File: config.mk
export PLATFORM = sky130hd
export DESIGN_NAME = fwd_hazard_ctrl
export DESIGN_NICKNAME = d
export VERILOG_FILES = /design/src/rtl/fwd.sv /design/src/rtl/fwd_hazard_ctrl.sv
export SDC_FILE = /design/constraint.sdc
export NUM_CORES = 1
export LEC_CHECK = 0
export BUFFER_PORTS_ARGS = -buffer_cell sky130_fd_sc_hd__buf_2
export CAP_MARGIN = 40
export CORE_MARGIN = 2
export CORE_UTILIZATION = 53
export CTS_CLUSTER_DIAMETER = 120
export CTS_CLUSTER_SIZE = 25
export DETAILED_ROUTE_END_ITERATION = 12
export GPL_TIMING_DRIVEN = 0
export PLACE_DENSITY = 0.81
export SLEW_MARGIN = 20
export SYNTH_ARGS = -nofsm -noshare
export SYNTH_HDL_FRONTEND = slang
export SYNTH_SLANG_ARGS = --single-unit
export TNS_END_PERCENT = 1
File: constraint.sdc
create_clock -name clk -period 5.9 [get_ports clk]
set_input_delay 0.885 -clock clk [delete_from_list [all_inputs] [get_ports clk]]
set_output_delay 0.885 -clock clk [all_outputs]
set_load 0.01 [all_outputs]
File: src/rtl/fwd.sv
// Forwarding select type shared by the hazard controller and the EX-stage operand muxes.
package fwd;

  typedef enum logic {
    no_fwd  = 1'b0,
    use_fwd = 1'b1
  } fwd_sel_t;

endpackage

File: src/rtl/fwd_hazard_ctrl.sv
// fwd_hazard_ctrl: operand-forwarding and load-use hazard control for a 5-stage pipeline.
// Tracks EX/MEM/WB shadow copies of in-flight instructions and produces forward selects for
// the EX-stage instruction, plus a load-use stall request with a saturating event counter.
//   clk, rst (async, active-low)
//   stall_in        global freeze, all state holds
//   flush           squash the instruction in ID
//   id_*            ID-stage instruction and decode flags
//   alumuxN_fwd_sel_exmem/memwb  forward selects for EX operand N
//   load_use_stall  hold PC and IF/ID, bubble into EX
//   stall_count     number of load-use bubbles inserted
module fwd_hazard_ctrl #(
  parameter int unsigned CNT_W = 16
) (
  input  logic             clk,
  input  logic             rst,
  input  logic             stall_in,
  input  logic             flush,
  input  logic             id_valid,
  input  logic [4:0]       id_rs1,
  input  logic [4:0]       id_rs2,
  input  logic [4:0]       id_rd,
  input  logic             id_uses_rs1,
  input  logic             id_uses_rs2,
  input  logic             id_regwrite,
  input  logic             id_is_load,
  output fwd::fwd_sel_t    alumux1_fwd_sel_exmem,
  output fwd::fwd_sel_t    alumux2_fwd_sel_exmem,
  output fwd::fwd_sel_t    alumux1_fwd_sel_memwb,
  output fwd::fwd_sel_t    alumux2_fwd_sel_memwb,
  output logic             load_use_stall,
  output logic [CNT_W-1:0] stall_count
);

  typedef struct packed {
    logic       valid;
    logic [4:0] rs1;
    logic [4:0] rs2;
    logic [4:0] rd;
    logic       regwrite;
    logic       is_load;
  } ex_slot_t;

  typedef struct packed {
    logic       valid;
    logic [4:0] rd;
    logic       regwrite;
    logic       is_load;
  } mem_slot_t;

  // WB forwards loads and non-loads alike, so is_load is not carried past MEM.
  typedef struct packed {
    logic       valid;
    logic [4:0] rd;
    logic       regwrite;
  } wb_slot_t;

  ex_slot_t         r_ex;
  mem_slot_t        r_mem;
  wb_slot_t         r_wb;
  logic [CNT_W-1:0] r_stall_count;

  logic     w_load_use;
  logic     w_mem_src;
  logic     w_wb_src;
  ex_slot_t w_ex_next;

  always_comb begin
    w_load_use = id_valid && !flush && r_ex.valid && r_ex.is_load && (r_ex.rd != '0) &&
                 ((id_uses_rs1 && (id_rs1 == r_ex.rd)) ||
                  (id_uses_rs2 && (id_rs2 == r_ex.rd)));

    // A load still in MEM has no data yet; that case is covered by the load-use stall.
    w_mem_src = r_mem.valid && r_mem.regwrite && !r_mem.is_load && (r_mem.rd != '0);
    w_wb_src  = r_wb.valid && r_wb.regwrite && (r_wb.rd != '0);

    alumux1_fwd_sel_exmem = fwd::no_fwd;
    alumux2_fwd_sel_exmem = fwd::no_fwd;
    alumux1_fwd_sel_memwb = fwd::no_fwd;
    alumux2_fwd_sel_memwb = fwd::no_fwd;
    if (w_mem_src && (r_mem.rd == r_ex.rs1)) alumux1_fwd_sel_exmem = fwd::use_fwd;
    if (w_mem_src && (r_mem.rd == r_ex.rs2)) alumux2_fwd_sel_exmem = fwd::use_fwd;
    if (w_wb_src  && (r_wb.rd  == r_ex.rs1)) alumux1_fwd_sel_memwb = fwd::use_fwd;
    if (w_wb_src  && (r_wb.rd  == r_ex.rs2)) alumux2_fwd_sel_memwb = fwd::use_fwd;

    w_ex_next = '0;
    if (id_valid && !flush && !w_load_use) begin
      w_ex_next.valid    = 1'b1;
      w_ex_next.rs1      = id_rs1;
      w_ex_next.rs2      = id_rs2;
      w_ex_next.rd       = id_rd;
      w_ex_next.regwrite = id_regwrite;
      w_ex_next.is_load  = id_is_load;
    end
  end

  always_ff @(posedge clk or negedge rst) begin
    if (!rst) begin
      r_ex          <= '0;
      r_mem         <= '0;
      r_wb          <= '0;
      r_stall_count <= '0;
    end else if (!stall_in) begin
      r_wb.valid     <= r_mem.valid;
      r_wb.rd        <= r_mem.rd;
      r_wb.regwrite  <= r_mem.regwrite;
      r_mem.valid    <= r_ex.valid;
      r_mem.rd       <= r_ex.rd;
      r_mem.regwrite <= r_ex.regwrite;
      r_mem.is_load  <= r_ex.is_load;
      r_ex           <= w_ex_next;
      if (w_load_use && (r_stall_count != '1)) begin
        r_stall_count <= r_stall_count + CNT_W'(1);
      end
    end
  end

  assign load_use_stall = w_load_use;
  assign stall_count    = r_stall_count;

endmodule

Yosys cells after proc, flatten, opt, wreduce, memory -nomap -nowiden:

Index checks and enable logic that the tools add are counted.
W data, S select, Z words.

* output and inout bits: 21
* bits in registers: 49
* logic and storage cells: 54

* multiplexer cells: 5
* reductions and logical operators: 26
* eq/ne operators: 7
* bitwise gates (word level): 1
* $add $sub $neg: 1

Operators with widths (count)
* $eq A5 B5 Y1: 6
* $logic_and A1 B1 Y1: 18
* $mux W18: 1
* $add A16 B1 Y16 const B: 1
* $ne A16 B16 Y1 const B: 1
* $reduce_bool A5 Y1: 3
* $mux W1: 4
* $logic_not A1 Y1: 3
* $reduce_and A2 Y1: 1
* $logic_or A1 B1 Y1: 1
* $not A1 Y1: 1

Depth between registers and ports, before layout:

Gate-level depths: netlist (run 1).

* depth after elaboration: 9
* mapped depth: 7
* depth with buffers taken out: 6

Worst setup path after synthesis (run 1):

OpenSTA, ideal clock, no wires.

* path type: input to output
* from: input port id_rs1[1]
* to: output port load_use_stall
* data required time: 5.015 ns
* setup slack: 3.270 ns
* cell stages on the path: 5
* arrival time: 1.745 ns
* path buffers: 1
* cell sequence: xnor2_1 -> nand4_1 -> o22a_1 -> clkbuf_1 -> nor2_1

* cells in the longest elaborated chain, start to end: 4

RTL lines
* from (decl): line fwd_hazard_ctrl.sv:19 `input logic [4:0] id_rs1,`
* $eq A5 B5 Y1: line fwd_hazard_ctrl.sv:69 `((id_uses_rs1 && (id_rs1 == r_ex.rd)) ||`
* $logic_and A1 B1 Y1: line fwd_hazard_ctrl.sv:69
* $logic_or A1 B1 Y1: line fwd_hazard_ctrl.sv:69
* $logic_and A1 B1 Y1: line fwd_hazard_ctrl.sv:68 `w_load_use = id_valid && !flush && r_ex.valid && r_ex.is_load && (r_ex.rd != '0) &&`
* to (decl): line fwd_hazard_ctrl.sv:30 `output logic load_use_stall,`

Every way passes these cells.

Final worst setup path (run 1):

* from: input port id_rs1[3]
* to: output port load_use_stall

Same word-level chain as after synthesis.

==> qor.txt, run 1 <==
cell depth of the worst setup path: 7
Async S/R FF share, synth: 100%
final hold vios: 0
crit share post-route: 50.3%
Leakage: 0.00143 uW
max_cap viols: 0
Worst-Margin Slew: 0.633 ns
WS Path Type: input pin to output pin
Die H: 72.0 um
unrepaired setup endpoints after global routing: false
gpl congestion: 0.832
port buffer count: 43
total track usage: 22.5%
worst min-delay path category: register to register
IO Count: 45
Compound-Gate Fraction of Synth Area: 9.69%
DRC viols: 0
clock root buffer master: clkbuf_8
Synth area leaders: dfrtp_1, xnor2_1, mux2_2
fmax: 0.337 GHz
peak per-stage delay on the critical path: 0.27 ns
largest net degree at the start of global routing: 31
Yosys reg bits: 49
average size of a mapped cell: 11.9 sq um
final setup vio count: 0
Max VDD drop: 0.000153 V
minimum clock period: 2.96 ns
hold path start: stall_count[10]
area leader, netlist: dfrtp_1
DR WL met3: 250 um
routed vias: 1796
wl on met1: 2410 um
largest family of logic cells by synthesized area: XOR/XNOR gates
crit path to: load_use_stall
post-CTS setup buffer count: 0
CTS tree: yes
area grow syn2layout: 15.8%
Initial DRC Count: 84
HPWL after DPL: 3910 um
Power Density: 228 mW/mm^2
grt ovf: 0
cells after synthesis: 206
Synth Warn #: 0
Cell Area, Placed: 0.00275 sq mm
Seq/Total Area, Yosys: 50.0%
Netlist cell types: 35
post-CTS sizing: 0
R2R Path Start: r_ex[3]
main flop type after synthesis: dfrtp_1
number of global-route vias before repair: 1802
clk_skew: 0.00319 ns
WP data required: 5.02 ns
total die area: 0.00519 sq mm
Post-synth EDFFs: 0
worst path cell trace: buf_2 -> xnor2_1 -> nand4_1 -> o22a_1 -> clkbuf_1 -> nor2_1 -> buf_2
PnR Total Power: 646 uW
Post-Synth Adder-Cell Area: 0.510%
Slew HR: 57.8%
CP most frequent cell: buf_2
Post-Route WL: 5240 um
cts hold-fix bufs: 0
worst path bufs/invs: 3
1st-pass router iterations: 4
setup TNS: 0 ns
syn_nets: 231
nets: 282
placed insts: 302
Pins Over Slew Limit: 0
FF-to-FF path depth: 5
number of vias per cell: 5.81
post-synth top area share: 50.0%
Worst Setup End Kind: output pin
Routed Antenna Nets: 0
run status: complete, no violations
Chip Width: 72.0 um
largest fanout on the critical path: 10
Final Instance Count excl. Fillers: 309
FP Rows: 24
Num CTS Buffers: 5
Clock Tree Buf Depth: 2
Routed wire per std cell: 17.0 um
core area: 0.00441 sq mm
critical path's top delay family: buffers and inverters
H-Tree Depth: 2
initial antenna violation count: 0
first-pass GRT wire length: 8950 um
R2R Setup Slk: 3.50 ns
post-synth design cell area: 0.00245 sq mm
CTS Sinks: 49
worst reg2reg path endpoint: r_ex[5]
crit path from: id_rs1[3]
CP Launch Type: input pin
post-synthesis mux area share: 7.34%
ant diodes: 0
Slowest cell on crit path: o22a_1
Reg clk slew, reported paths: 0.08 ns
Initial Utilization: 55.6%
final instance area: 0.00284 sq mm
most common library cells after synthesis: dfrtp_1, xnor2_1, xor2_1, a22o_1, mux2_2
top-count cell post-synth: dfrtp_1
uppermost routed layer: met4
critical path arrival: 2.08 ns
clk_lat worst skew: 0.29 ns
Post-Synth XOR/XNOR Area: 16.1%
Synth Area in Simple Gates: 14.2%
share of layout cells above drive strength 1: 27.2%
met2 wire length: 2530 um
## worst register-to-register path, cell delays in order, from the launching register on
cell,delay (ns)
dfrtp_1,0.45
or4_1,0.60
o21a_4,0.26
a2111oi_4,0.65
buf_6,0.23
a22o_1,0.14
## layout by cell type (no fill, tap or decap), types with 2 or more instances in the layout
| cell | netlist | final |
|---|---|---|
| a22o_1 | 17 | 17 |
| and2_1 | 2 | 2 |
| and3_1 | 4 | 4 |
| and4_1 | 3 | 3 |
| buf_2 | 1 | 44 |
| buf_6 | 2 | 2 |
| clkbuf_1 | 6 | 7 |
| clkbuf_8 | 0 | 6 |
| dfrtp_1 | 49 | 49 |
| mux2_2 | 15 | 15 |
| nand2_1 | 7 | 7 |
| nand3_1 | 10 | 10 |
| nand4_1 | 7 | 7 |
| nor2_1 | 2 | 2 |
| nor3_1 | 4 | 4 |
| nor4_1 | 11 | 11 |
| or4_1 | 4 | 4 |
| xnor2_1 | 27 | 27 |
| xor2_1 | 18 | 18 |
## flip-flops by register name, summed over array words and instances, names as in the netlist
name,cells
r_mem,8
stall_count,16
r_ex,18
r_wb,7
## layer usage
| layer | vias to the layer above | GRT usage [%] |
|---|---|---|
| met3 | 5 | 4.58 |
| li1 | 859 | - |
| met5 | - | 0 |
| met4 | 0 | 5.87 |
| met2 | 45 | 36.0 |
| met1 | 887 | 31.6 |
## power by group
part | internal (uW) | switching (uW) | leakage, uW
clock | 93.1 | 102 | 0.0000443
combinational | 42.5 | 37.3 | 0.000719
sequential | 352 | 19.9 | 0.000667
## through the flow
| step | hold slack, ns | utilization (%) | worst slack (ns) |
|---|---|---|---|
| detailed placement | 0.471 | 62.4 | 2.95 |
| global route | 0.504 | 64.3 | 2.77 |
| floorplan | 0.460 | - | 3.27 |
| CTS | 0.486 | 64.3 | 2.94 |
| global placement | 0.469 | 61.9 | 2.93 |
| finish | 0.483 | 64.3 | 2.94 |
## layout make-up
cell class	instances	area, sq um
fill	352	1570
sequential	49	1230
multi-input combinational	147	1170
timing repair buffer	44	235
clock buffer	7	86.3
tap	52	65.1
buffer	9	50.0
inverter	1	3.75
## logic make-up (layout without fill, tap and decap cells)
kind of cell,after synthesis,after routing
and+or+nand+nor,59,59
AOI/OAI and AO/OA,26,26
adders and majority gates,1,1
xor gates and xnor gates,45,45
buffers and inverters,10,61
DFF,49,49
muxes,16,16
## how the worst min path moves through the flow
stage,end,slack (ns),depth (start not counted)
after floorplan,r_ex[17],0.46,1
after global placement,stall_count[6],0.47,1
after detailed placement,stall_count[10],0.47,1
after CTS,stall_count[10],0.49,1
after global routing,stall_count[14],0.50,1
final,stall_count[10],0.48,1
Power figures use the tool's default switching activity.
==> run 2, diff against run 1 <==
Settings changed: CORE_UTILIZATION 53 to 50, PLACE_DENSITY 0.81 to 0.8.
Clock period 5.9 ns to 2.38 ns, I/O delays scaled along.
==> qor.txt, run 2 (synthesis gave the netlist of run 1 again) <==
WS Path Type: register to register
FP Rows: 25 (+4.2%)
area grow syn2layout: 18.3%
Pins Over Slew Limit: 0 (unchanged)
unrepaired setup endpoints after global routing: false
GRT met1 Usage: 29.5% (-2.1 points)
run status: complete, no violations
clock root buffer master: clkbuf_8
grt met3 use: 3.79% (-0.79 points)
gr busiest metal: met2
final setup vio count: 0 (unchanged)
largest net degree at the start of global routing: 33 (+6.5%)
ant diodes: 0 (unchanged)
Clock Tree Buf Depth: 2 (unchanged)
Reg clk slew, reported paths: 0.09 ns (about the same)
CP Launch Type: register
fmax: 0.444 GHz
CTS tree: yes
Worst Setup End Kind: register
routed vias: 1785 (-0.61%)
Worst-Margin Slew: 0.584 ns (-0.0490 ns)
initial antenna violation count: 0 (unchanged)
max_cap viols: 0 (unchanged)
setup TNS: 0 ns (unchanged)
Slew HR: 61.0% (+3.3 points)
worst path bufs/invs: 1 (-2)
nets: 284 (+0.71%)
Power Density: 568 mW/mm^2 (+150%)
most frequent cells in the layout: dfrtp_1, buf_2, xnor2_1, xor2_1, a22o_1
worst min-delay path category: input pin to register
1st-pass router iterations: 4 (unchanged)
clk_lat worst skew: 0.29 ns (about the same)
Routed Antenna Nets: 0 (unchanged)
critical path's top delay family: simple AND/OR/NAND/NOR gates
Die H: 74.1 um (+2.8%)
largest fanout on the critical path: 9 (-1)
WP data required: 2.56 ns (-2.46 ns)
crit share post-route: 94.7%
peak per-stage delay on the critical path: 0.45 ns (+0.18 ns)
Leakage: 0.00146 uW (+1.9%)
number of vias per cell: 5.46 (-6.1%)
Num CTS Buffers: 5 (unchanged)
most common cell after layout, fill and taps aside: dfrtp_1
H-Tree Depth: 2 (unchanged)
first-pass GRT wire length: 8730 um (-2.5%)
DRC viols: 0 (unchanged)
clk_skew: 0.00569 ns (+0.00250 ns)
gpl congestion: 0.812 (-2.4%)
minimum clock period: 2.25 ns
HPWL after DPL: 3870 um (-1.1%)
Post-Route WL: 5240 um (about the same)
met2 Use GR: 33.5% (-2.5 points)
number of global-route vias before repair: 1790 (-0.67%)
Slowest cell on crit path: or4_4
total track usage: 21.0% (-1.5 points)
core area: 0.00472 sq mm (+7.0%)
Reg with most FFs: r_ex
critical path arrival: 2.44 ns (+0.36 ns)
share of layout cells above drive strength 1: 29.6% (+2.4 points)
worst path cell trace: ha_1 -> and2_1 -> and4_1 -> and3_1 -> clkbuf_2 -> or4_4 -> mux2_1
Largest register FFs: 18 (unchanged)
Chip Width: 74.1 um (+2.8%)
Initial DRC Count: 121 (+44%)
Routed wire per std cell: 16.0 um (-5.5%)
PnR Total Power: 1650 uW (+160%)
Initial Utilization: 51.9% (-3.6 points)
grt ovf: 0 (unchanged)
Max VDD drop: 0.000393 V (+160%)
IO Count: 45 (unchanged)
port buffer count: 43 (unchanged)
CTS Sinks: 49 (unchanged)
final hold vios: 0 (unchanged)
total die area: 0.00548 sq mm (+5.7%)
[run 2: path summary, 6_finish.rpt]
check / from / to / slack (ns) / cells after the start
setup / recovery: stall_count[0] / stall_count[1] / 0.13 / 7
hold / removal: id_rd[4] / r_ex[6] / 0.27 / 2
setup reg to reg: stall_count[0] / stall_count[1] / 0.13 / 7
hold reg to reg: stall_count[10] / stall_count[10] / 0.49 / 1
max in group asynchronous: rst / stall_count[9] / 1.34 / 3
min in group asynchronous: rst / r_ex[5] / 0.52 / 2
[run 2: power breakdown]
group          total [uW]  switching [uW]  internal, uW
combinational         200            92.9           107
clock                 526             263           263
sequential            922            50.4           872
total                1650             406          1240
[run 2: area by class of cell]
| cell class | count | area, sq um |
|---|---|---|
| timing repair buffer | 46 | 253 |
| inverter | 1 | 3.75 |
| tap | 67 | 83.8 |
| sequential | 49 | 1230 |
| buffer | 9 | 52.6 |
| multi-input combinational | 147 | 1180 |
| clock inverter | 1 | 5.00 |
| fill | 373 | 1820 |
| clock buffer | 7 | 96.3 |
[run 2: stage by stage]
| step | instance area, sq um | hold WS [ns] | std cells | util [%] | worst slack [ns] |
|---|---|---|---|---|---|
| floorplan | 2450 | 0.0614 | 206 | - | 0.164 |
| global placement | 2750 | 0.467 | 316 | 58.3 | 0.0244 |
| detailed placement | 2770 | 0.318 | 317 | 58.7 | 0.0217 |
| CTS | 2890 | 0.271 | 327 | 61.2 | 0.0238 |
| global route | 2900 | 0.277 | 327 | 61.4 | 0.0289 |
| finish | 2900 | 0.271 | 327 | 61.4 | 0.127 |
[run 2: metal layers]
metal | vias up | share of wire (%)
li1 | 867 | -
met1 | 878 | 47
met2 | 33 | 49
met3 | 7 | 2.8
met4 | 0 | 1.3
met5 | - | 0
[run 2: what timing repair did]
action,CTS,global route
hold buffers,1,0
hold endpoints to repair,3,0
cloned,0,0
pin swaps,1,0
setup buffers,1,0
gates resized for setup,0,6
endpoints found under the setup margin,9,2
